--- src/rtl/bcd_pkg.sv ---
// Shared definitions for the sequential BCD-to-binary converter:
// FSM state type, BCD digit width and counter sizing helper.
package bcd_pkg;

   typedef enum logic [1:0] {
      IDLE,
      CONV,
      DONE
   } state_t;

   localparam int BCD_DIGIT_W = 4;

   // Counter must hold values 0..n_digits.
   function automatic int cnt_width(input int n_digits);
      return $clog2(n_digits + 1);
   endfunction

endpackage

--- src/rtl/bcd_mac10.sv ---
// One conversion step: acc*10 + digit at BIN_W+4 bits, clamped to the
// BIN_W-bit maximum with a saturation flag.
module bcd_mac10
   import bcd_pkg::*;
#(
   parameter int BIN_W = 10
) (
   input  logic [BIN_W-1:0]       acc_in,
   input  logic [BCD_DIGIT_W-1:0] digit,
   output logic [BIN_W-1:0]       acc_out,
   output logic                   sat
);

   localparam int WIDE_W = BIN_W + 4;

   function automatic logic [BIN_W-1:0] sat_clamp(input logic [WIDE_W-1:0] v);
      return (|v[WIDE_W-1:BIN_W]) ? {BIN_W{1'b1}} : v[BIN_W-1:0];
   endfunction

   logic [WIDE_W-1:0] acc_ext;
   logic [WIDE_W-1:0] wide;

   // 10*acc never exceeds 2^(BIN_W+4) even for acc at max plus digit 15.
   assign acc_ext = {4'b0000, acc_in};
   assign wide    = (acc_ext << 3) + (acc_ext << 1) + {{BIN_W{1'b0}}, digit};
   assign sat     = |wide[WIDE_W-1:BIN_W];
   assign acc_out = sat_clamp(wide);

endmodule

--- src/rtl/bcd2bin_seq.sv ---
// Sequential BCD-to-binary converter: one digit per cycle, MSD first,
// with valid/ready handshakes on both sides and saturating result.
module bcd2bin_seq
   import bcd_pkg::*;
#(
   parameter int N_DIGITS = 3,
   parameter int BIN_W    = 10
) (
   input  logic                          clk,
   input  logic                          rst,
   input  logic                          in_valid,
   output logic                          in_ready,
   input  logic [BCD_DIGIT_W*N_DIGITS-1:0] bcd,
   output logic                          out_valid,
   input  logic                          out_ready,
   output logic [BIN_W-1:0]              bin,
   output logic                          ovf,
   output logic                          err_digit
);

   localparam int CNT_W = cnt_width(N_DIGITS);
   localparam int BCD_W = BCD_DIGIT_W * N_DIGITS;
   localparam logic [CNT_W-1:0] CNT_LAST = CNT_W'(N_DIGITS - 1);

   state_t                 state;
   logic [BCD_W-1:0]       digit_sr;
   logic [CNT_W-1:0]       cnt;
   logic [BIN_W-1:0]       acc;
   logic [BCD_DIGIT_W-1:0] digit;
   logic [BIN_W-1:0]       mac_acc;
   logic                   mac_sat;

   assign digit = digit_sr[BCD_W-1 -: BCD_DIGIT_W];
   assign bin   = acc;

   bcd_mac10 #(.BIN_W(BIN_W)) u_mac (
      .acc_in (acc),
      .digit  (digit),
      .acc_out(mac_acc),
      .sat    (mac_sat)
   );

   always_ff @(posedge clk) begin
      if (rst) begin
         state     <= IDLE;
         in_ready  <= 1'b1;
         out_valid <= 1'b0;
         acc       <= '0;
         cnt       <= '0;
         ovf       <= 1'b0;
         err_digit <= 1'b0;
      end else begin
         case (state)
            IDLE: begin
               if (in_valid) begin
                  digit_sr  <= bcd;
                  acc       <= '0;
                  cnt       <= '0;
                  ovf       <= 1'b0;
                  err_digit <= 1'b0;
                  in_ready  <= 1'b0;
                  state     <= CONV;
               end
            end
            CONV: begin
               digit_sr  <= digit_sr << BCD_DIGIT_W;
               cnt       <= cnt + CNT_W'(1);
               // Once saturated the result is pinned at the maximum.
               acc       <= ovf ? {BIN_W{1'b1}} : mac_acc;
               ovf       <= ovf | mac_sat;
               err_digit <= err_digit | (digit > 4'd9);
               if (cnt == CNT_LAST) begin
                  out_valid <= 1'b1;
                  state     <= DONE;
               end
            end
            DONE: begin
               if (out_ready) begin
                  out_valid <= 1'b0;
                  in_ready  <= 1'b1;
                  state     <= IDLE;
               end
            end
            default: begin
               out_valid <= 1'b0;
               in_ready  <= 1'b1;
               state     <= IDLE;
            end
         endcase
      end
   end

endmodule

--- config.mk ---
export PLATFORM = sky130hd
export DESIGN_NAME = bcd2bin_seq
export DESIGN_NICKNAME = d
export VERILOG_FILES = /design/src/rtl/bcd_pkg.sv /design/src/rtl/bcd_mac10.sv /design/src/rtl/bcd2bin_seq.sv
export SDC_FILE = /design/constraint.sdc
export NUM_CORES = 1
export LEC_CHECK = 0
export CORE_AREA = 3 3 69 71
export DETAILED_ROUTE_END_ITERATION = 8
export DIE_AREA = 0 0 72 74
export GPL_TIMING_DRIVEN = 0
export PLACE_DENSITY = 0.67
export REMOVE_ABC_BUFFERS = 1
export SLEW_MARGIN = 0
export SYNTH_ARGS = -nofsm -noshare
export SYNTH_HDL_FRONTEND = slang
export SYNTH_HIERARCHICAL = 1
export SYNTH_SLANG_ARGS = --single-unit
--- constraint.sdc ---
create_clock -name clk -period 6.87 [get_ports clk]
set_input_delay 1.374 -clock clk [delete_from_list [all_inputs] [get_ports clk]]
set_output_delay 1.374 -clock clk [all_outputs]
set_load 0.01 [all_outputs]
[After elaboration in Yosys (flattened, before gate mapping)]
Index checks and enable logic that the tools add are counted.
Cells by class
  add/subtract/negate cells: 3
  order comparisons: 1
  equal/unequal tests: 6
  muxes and demuxes: 20
  bitwise gates (word level): 5
  reductions and logical operators: 8
Operators by type and width (count)
  $mux 10: 3
  $pmux 12 s2: 1
  $pmux 10 s2: 1
  $add 13x11->14: 1
  $add 14x4->14: 1
  $mux 12: 1
  $reduce_and 3->1: 4
  $mux 2: 4
  $ne 2x2->1 const B: 3
  $pmux 1 s3: 2
  $pmux 2 s3: 1
  $eq 2x2->1 const B: 2
  $gt 4x4->1 const B: 1
  $mux 1: 4
  $pmux 1 s2: 2
  $pmux 2 s2: 1
  $reduce_or 4->1: 1
  $not 1->1: 3
  $add 2x1->2 const B: 1
  $eq 2x1->1 const B: 1
  $logic_not 2->1: 1
  $or 1x1->1: 2
  $reduce_and 2->1: 1
  $reduce_bool 2->1: 1
Storage, ports and cells
  bits in registers: 30
  logic and storage cells: 51

[Depth between registers and ports, before layout]
Gate-level depths: netlist of run 1.
  depth in word-level cells: 6
  gate-level depth with buffers: 13
  depth with buffers taken out: 13

[Cells and area by module]
Netlist of run 1, hierarchy kept.
Modules (own cells, without submodules)
  bcd2bin_seq: instances 1, cells each 98, area each 1189.9 um^2, sequential area each 720.7 um^2
  bcd_mac10: instances 1, cells each 95, area each 705.7 um^2, sequential area each 0.0 um^2

[Least setup slack after synthesis of run 1]
OpenSTA, ideal clock, no wires.
  kind: reg2reg
  start: register acc[0] (netlist: bin[0])
  end: register ovf
  setup time: 122 ps
  arrival: 2860 ps
  required time: 6748 ps
  slack: 3889 ps
  cell stages (with the launch flop): 14
  buffers on the path: 0
  period minus slack after synthesis: 2981 ps
  cells stage by stage: dfxtp_1 inv_1 fa_1 inv_1 ha_1 a21o_1 nand4_1 a21oi_1 a311o_1 nor3b_4 inv_1 nor2b_1 o21ai_0 a21oi_1
Between the ends
  cells in the longest elaborated chain, start to end: 5
RTL lines
  start, declared: RTL line bcd2bin_seq.sv:28  | logic [BIN_W-1:0] acc;
  start signal, assigned: RTL line bcd2bin_seq.sv:69  | acc <= ovf ? {BIN_W{1'b1}} : mac_acc;
  $add 13x11->14: RTL line bcd_mac10.sv:25  | assign wide = (acc_ext << 3) + (acc_ext << 1) + {{BIN_W{1'b0}}, digit};
  $add 14x4->14: RTL line bcd_mac10.sv:25
  $reduce_or 4->1: RTL line bcd_mac10.sv:26  | assign sat = |wide[WIDE_W-1:BIN_W];
  net mac_sat: RTL line bcd2bin_seq.sv:31  | logic mac_sat;
  $or 1x1->1: RTL line bcd2bin_seq.sv:70  | ovf <= ovf | mac_sat;
  $pmux 1 s2: RTL line bcd2bin_seq.sv:53  | case (state)
  end signal, assigned: RTL line bcd2bin_seq.sv:70
  end, declared: RTL line bcd2bin_seq.sv:17  | output logic ovf,
The timed path passes the listed nets, and every way through them passes these cells.
A chain may end at the register's enable or synchronous reset.

[Worst setup path in the final report of run 1]
Ends and elaborated chain as after synthesis.

==> parameters.txt, run 1 <==
Parameter                              Value

Status
  Result of the run ... finished clean

Clock network
  Post-CTS sizing ... 0
  Depth of the CTS H-tree ... 2
  CTS tree ... done
  Count of clock tree sinks ... 30
  Buffers from clock root to sink, at most ... 2
  CTS root buffer ... sky130_fd_sc_hd__clkbuf_8
  Post-CTS clock slew at the launch and capture registers of the worst setup and hold paths ... 0.06 ns
  Post-CTS Repair Setup Buffers ... 0
  Total clock buffers created by CTS ... 5
  Source-to-sink clock delay at the later pin of the worst-skew pair ... 0.28 ns
  Hold-fix buffers, CTS ... 0

Layout
  Most frequent cells in the layout ... sky130_fd_sc_hd__clkdlybuf4s50_1, sky130_fd_sc_hd__ha_1, sky130_fd_sc_hd__nor2_1
  Area of all placed cells without fillers ... 0.002337 sq mm
  Final net count ... 260
  Synthesis-to-finish area growth ... 23.30%
  FILL cells ... 405
  Inserted Diodes ... 0
  Most frequent standard cell in the layout excluding fill and tap cells ... sky130_fd_sc_hd__clkdlybuf4s50_1
  Share of post-route cells with drive strength above 1 ... 8.969%
  Final core occ ... 54.43%

Critical path
  Crit path launch type ... register
  Crit Path Category ... reg -> reg
  Kind of cell adding the most delay to the critical path ... adder cells
  Arrival @ worst endpoint ... 3.50 ns
  Required time at the endpoint of the critical path ... 7.03 ns
  Kind of capture point of the worst setup path ... register
  Cell-by-cell listing of the critical path ... inv_1 -> fa_1 -> fa_1 -> nor2b_1 -> o2111ai_1 -> a21oi_1 -> mux2i_1 -> nor3b_4 -> inv_1 -> nor2b_1 -> o21ai_0 -> a21oi_1
  Master of the slowest instance on the critical path ... sky130_fd_sc_hd__fa_1
  Stage delay of the slowest cell on the critical path ... 0.53 ns
  Worst path bufs/invs ... 2
  Maximum fanout along the worst path ... 10

Yosys
  Number of flip-flops and latches in the synthesized netlist ... 30
  Synth top area cells ... sky130_fd_sc_hd__dfxtp_1, sky130_fd_sc_hd__edfxtp_1, sky130_fd_sc_hd__ha_1, sky130_fd_sc_hd__o2bb2ai_1, sky130_fd_sc_hd__mux2_2
  Cell type with the highest aggregate area in the netlist ... sky130_fd_sc_hd__dfxtp_1
  Avg Synthesized Cell Area ... 9.822 sq um
  Number of distinct library cells after synthesis ... 43
  Part of the Yosys area used for sequential elements ... 38.02%
  Synth Instances ... 193
  Share of Yosys cell area claimed by the top area cell type ... 19.01%
  Warning count from the yosys run ... 6
  Cell Area, Synth ... 0.001896 sq mm

Global route
  Vias in the first global route ... 1,420
  Global-route usage over all layers ... 15.72%
  Wire length of the first global-routing pass ... 6.617 mm
  Pin count of the biggest net entering global routing ... 14
  Initial antenna violation count ... 0
  Congestion Overflow GR ... 0

Detailed routing
  Count of TritonRoute iterations in the first routing pass ... 4
  Final routed wire length divided by cell count ... 13.88 um
  Total Wirelength ... 3.817 mm
  Via-per-instance ratio ... 5.422
  Iteration-0 DRC Markers ... 73
  Via count ... 1,491
  Antenna-violating nets left ... 0
  Residual DRC ... 0

Floorplan
  Die outline width ... 72 um
  Floorplan core area ... 0.004294 sq mm
  Initial cell density of the core ... 44.14%
  Area of the die ... 0.005328 sq mm
  Die Height ... 74 um
  Number of top-level design ports ... 30
  Standard-cell row count ... 24

Placement
  Placement Cell Area ... 0.002205 sq mm
  Gp weighted congestion ... 0.8340
  Number of port buffers ... 29
  HPWL after detailed placement ... 2.768 mm

STA
  Shortest clock period the worst path allows after layout ... 3.339 ns
  Max Transition Viols Final ... 0
  Fmax ... 299.5 MHz
  Final clock period utilization by the worst path ... 48.60%
  Transition time at the pin with the least slew margin ... 0.9375 ns
  Final hold violation count ... 0
  Setup-failing EPs final ... 0
  Maximum clock skew at final layout ... 0.004877 ns
  RSZ-0062 raised after global routing ... false
  Post-route worst hold slack ... 0.4853 ns
  Rel. slew slack ... 37.27%
  Setup TNS ... 0 ns

Power
  Total power ... 0.6724 mW
  Total leakage power ... 0.9607 nW
  Maximum vdd ir drop ... 147.3 uV
  PwrDens ... 287.7 mW/mm^2

Worst hold path
  Worst min-delay path class ... reg -> reg

Job
  Max Cap Viol ... 0
synthesized netlist by cell type (all sizes together):
cell type,instances
a21oi,11
mux2i,1
ha,20
nand4,2
inv,14
o221ai,1
nor2b,8
a211oi,2
a2bb2oi,1
fa,2
a21o,3
xnor2,3
or2,1
and2,2
and2b,1
nand2b,6
or3b,1
nor2,19
buf,4
o2bb2ai,11
dfxtp,18
mux2,8
o21ai,9
o2111ai,2
a41oi,1
o21a,1
a311o,1
xor2,1
nor4,1
clkbuf,3
nor3b,1
edfxtp,12
o32ai,1
nand3b,2
o21bai,2
a31oi,3
nand2,12
nand3,2
where the power goes:
| group | internal [mW] | total, mW | switching (mW) |
|---|---|---|---|
| Sequential | 0.206 | 0.228 | 0.0220 |
| Clock | 0.143 | 0.209 | 0.0659 |
| Combinational | 0.110 | 0.235 | 0.125 |
sequential cells by signal, summed over array words and instances (netlist names):
| name | cells |
|---|---|
| in_ready | 1 |
| state | 2 |
| out_valid | 1 |
| ovf | 1 |
| bin | 10 |
| digit_sr | 12 |
| err_digit | 1 |
| cnt | 2 |
final timing paths:
| check | depth (start not counted) | start | slack (ns) | to |
|---|---|---|---|---|
| max reg2reg | 12 | bin[0]$_SDFFE_PP0P_ | 3.53 | ovf$_SDFFE_PP0P_ |
| min | 1 | cnt[0]$_SDFFE_PP0P_ | 0.49 | cnt[0]$_SDFFE_PP0P_ |
| max | 12 | bin[0]$_SDFFE_PP0P_ | 3.53 | ovf$_SDFFE_PP0P_ |
| min reg2reg | 1 | cnt[0]$_SDFFE_PP0P_ | 0.49 | cnt[0]$_SDFFE_PP0P_ |
routing by layer:
layer / vias up / routed length [um] / GRT usage, %
met2: 33 / 1769 / 24.49
met4: 0 / 41 / 5.637
met1: 696 / 1825 / 21.54
met3: 5 / 181 / 3.649
met5: - / 0 / 0
li1: 757 / - / -
final cells by class:
type	count	area [sq um]	share of cell area, %
multi-input combinational	142	1076	46.04
sequential	30	720.7	30.84
timing repair buffer	29	290.3	12.42
clock buffer	5	68.82	2.944
tap	52	65.06	2.784
clock inverter	3	63.81	2.730
inverter	14	52.55	2.248
cells by family after synthesis:
| kind of cell | share of synthesized area [%] |
|---|---|
| buffers and inverters | 5.214 |
| xor gates and xnor gates | 1.849 |
| AOI/OAI and AO/OA | 18.15 |
| muxes | 5.281 |
| adders and majority gates | 15.31 |
| DFF | 38.02 |
| and+or+nand+nor | 16.17 |
through the flow:
| stage | worst slack (ns) | std cells |
|---|---|---|
| after floorplan | 3.888 | 186 |
| after global placement | 3.616 | 267 |
| after detailed placement | 3.568 | 267 |
| after CTS | 3.527 | 275 |
| after global routing | 3.275 | 275 |
| final | 3.532 | 275 |
Note: power is estimated with default switching activity, not from simulation.
==> run 2, diff against run 1 <==
- clock period: 6.87 -> 3.1 ns (I/O delays scaled with it)
==> parameters.txt, run 2 (synthesis gave the netlist of run 1 again) <==
Parameter                              Value

Clock network
  CTS tree ... done
  Source-to-sink clock delay at the later pin of the worst-skew pair ... 0.28 ns
  Depth of the CTS H-tree ... 2
  Count of clock tree sinks ... 30
  Post-CTS clock slew at the launch and capture registers of the worst setup and hold paths ... 0.06 ns
  CTS root buffer ... sky130_fd_sc_hd__clkbuf_8
  Hold-fix buffers, CTS ... 0
  Buffers from clock root to sink, at most ... 2
  Total clock buffers created by CTS ... 5

Layout
  Inserted Diodes ... 0
  Area of all placed cells without fillers ... 0.002427 sq mm
  Synthesis-to-finish area growth ... 28.05%
  Final net count ... 267
  Most frequent standard cell in the layout excluding fill and tap cells ... sky130_fd_sc_hd__clkdlybuf4s50_1
  Flip-flop count of the largest register after layout ... 12
  Final core occ ... 56.53%
  Register with the highest flop count ... digit_sr
  Share of post-route cells with drive strength above 1 ... 16.09%
  Most frequent cells in the layout ... sky130_fd_sc_hd__clkdlybuf4s50_1, sky130_fd_sc_hd__ha_1, sky130_fd_sc_hd__nor2_1

Status
  Result of the run ... finished clean

Critical path
  Master of the slowest instance on the critical path ... sky130_fd_sc_hd__fa_1
  Arrival @ worst endpoint ... 3.10 ns
  Worst path bufs/invs ... 3
  Crit path launch type ... register
  Stage delay of the slowest cell on the critical path ... 0.51 ns
  Startpoint of the most critical setup path ... bin[2]$_SDFFE_PP0P_
  Kind of cell adding the most delay to the critical path ... adder cells
  Required time at the endpoint of the critical path ... 3.31 ns
  Kind of capture point of the worst setup path ... register
  Cell-by-cell listing of the critical path ... inv_1 -> fa_1 -> fa_2 -> nor2b_2 -> o2111ai_2 -> a21oi_2 -> mux2i_2 -> nor3b_4 -> buf_6 -> buf_4 -> nand2b_1 -> nor2_1 -> o2bb2ai_1
  Critical R2R Launch ... bin[2]$_SDFFE_PP0P_
  Crit Path Category ... reg -> reg
  Maximum fanout along the worst path ... 7

Floorplan
  Number of top-level design ports ... 30
  Die Height ... 74 um
  Area of the die ... 0.005328 sq mm
  Die outline width ... 72 um
  Floorplan core area ... 0.004294 sq mm
  Standard-cell row count ... 24
  Initial cell density of the core ... 44.14%

Global route
  Congestion Overflow GR ... 0
  Global-route usage over all layers ... 15.74%
  Pin count of the biggest net entering global routing ... 14
  Initial antenna violation count ... 0
  Wire length of the first global-routing pass ... 6.630 mm
  Vias in the first global route ... 1,433

Detailed routing
  Total Wirelength ... 3.860 mm
  Antenna-violating nets left ... 0
  Iteration-0 DRC Markers ... 49
  Final routed wire length divided by cell count ... 13.69 um
  Via count ... 1,517
  Count of TritonRoute iterations in the first routing pass ... 4
  Residual DRC ... 0
  Via-per-instance ratio ... 5.379

Placement
  Placement Cell Area ... 0.002205 sq mm
  Gp weighted congestion ... 0.8340
  Number of port buffers ... 29
  HPWL after detailed placement ... 2.768 mm

STA
  Shortest clock period the worst path allows after layout ... 2.886 ns
  Maximum clock skew at final layout ... 0.004550 ns
  Rel. slew slack ... 37.09%
  RSZ-0062 raised after global routing ... false
  Max Transition Viols Final ... 0
  Fmax ... 346.5 MHz
  Post-route worst hold slack ... 0.4834 ns
  Final hold violation count ... 0
  Transition time at the pin with the least slew margin ... 0.9402 ns
  Setup-failing EPs final ... 0
  Final clock period utilization by the worst path ... 93.10%

Power
  Maximum vdd ir drop ... 332.4 uV
  Total leakage power ... 1.006 nW
  Total power ... 1.581 mW
  PwrDens ... 651.4 mW/mm^2

Worst hold path
  Launch point of the worst hold path ... cnt[0]$_SDFFE_PP0P_
  Worst min-delay path class ... reg -> reg

Job
  Max Cap Viol ... 0
run 2: cell count changes in the layout (fill, tap and decap cells not counted), sizes merged:
cell  change
buf       +7
run 2: worst reg2reg max path: stages (launching register included):
cell and delay [ns]:
sky130_fd_sc_hd__dfxtp_2 0.37, sky130_fd_sc_hd__inv_1 0.06, sky130_fd_sc_hd__fa_1 0.51, sky130_fd_sc_hd__fa_2 0.42
sky130_fd_sc_hd__nor2b_2 0.18, sky130_fd_sc_hd__o2111ai_2 0.15, sky130_fd_sc_hd__a21oi_2 0.22, sky130_fd_sc_hd__mux2i_2 0.31
sky130_fd_sc_hd__nor3b_4 0.07, sky130_fd_sc_hd__buf_6 0.14, sky130_fd_sc_hd__buf_4 0.15, sky130_fd_sc_hd__nand2b_1 0.08
sky130_fd_sc_hd__nor2_1 0.04, sky130_fd_sc_hd__o2bb2ai_1 0.13
run 2: cell type report:
cell class	count	area, sq um
clock buffer	5	68.82
clock inverter	3	63.81
fill	400	1867
inverter	14	52.55
multi-input combinational	142	1107
sequential	30	723.2
tap	52	65.06
timing repair buffer	36	346.6
run 2: where the power goes:
part | leakage, nW | internal, mW | switching (mW)
clock | 0.0658 | 0.318 | 0.145
sequential | 0.264 | 0.457 | 0.0492
combinational | 0.677 | 0.309 | 0.303
total | 1.01 | 1.08 | 0.498
run 2: per-stage QoR:
| stage | worst slack, ns | setup TNS, ns | cells |
|---|---|---|---|
| 2_1_floorplan | 0.1178 | 0 | 186 |
| 3_3_place_gp | -0.1544 | -0.3098 | 267 |
| 3_5_place_dp | -0.2024 | -0.6934 | 267 |
| 4_1_cts | 0.007897 | 0 | 278 |
| 5_1_grt | 0.001169 | 0 | 282 |
| 6_report | 0.2139 | 0 | 282 |
run 2: worst paths after layout:
| check | to | slack [ns] | depth (start not counted) |
|---|---|---|---|
| worst max-delay path | bin[1]$_SDFFE_PP0P_ | 0.21 | 13 |
| worst min-delay path | cnt[0]$_SDFFE_PP0P_ | 0.48 | 1 |
| worst max register to register | bin[1]$_SDFFE_PP0P_ | 0.21 | 13 |
| worst min register to register | cnt[0]$_SDFFE_PP0P_ | 0.48 | 1 |
run 2: per-layer routing:
metal / routed length (um) / global-route usage, % / vias up
li1: - / - / 769
met1: 1895 / 21.36 / 714
met2: 1775 / 24.49 / 29
met3: 148 / 3.784 / 5
met4: 41 / 6.054 / 0
met5: 0 / 0 / -
run 2: timing repair:
| action | 4_1_cts | 5_1_grt |
|---|---|---|
| pin swaps | 1 | 4 |
| resized for setup | 4 | 8 |
| hold endpoints to repair | 0 | 0 |
| endpoints found under the setup margin | 10 | 10 |
| setup buffers | 3 | 4 |
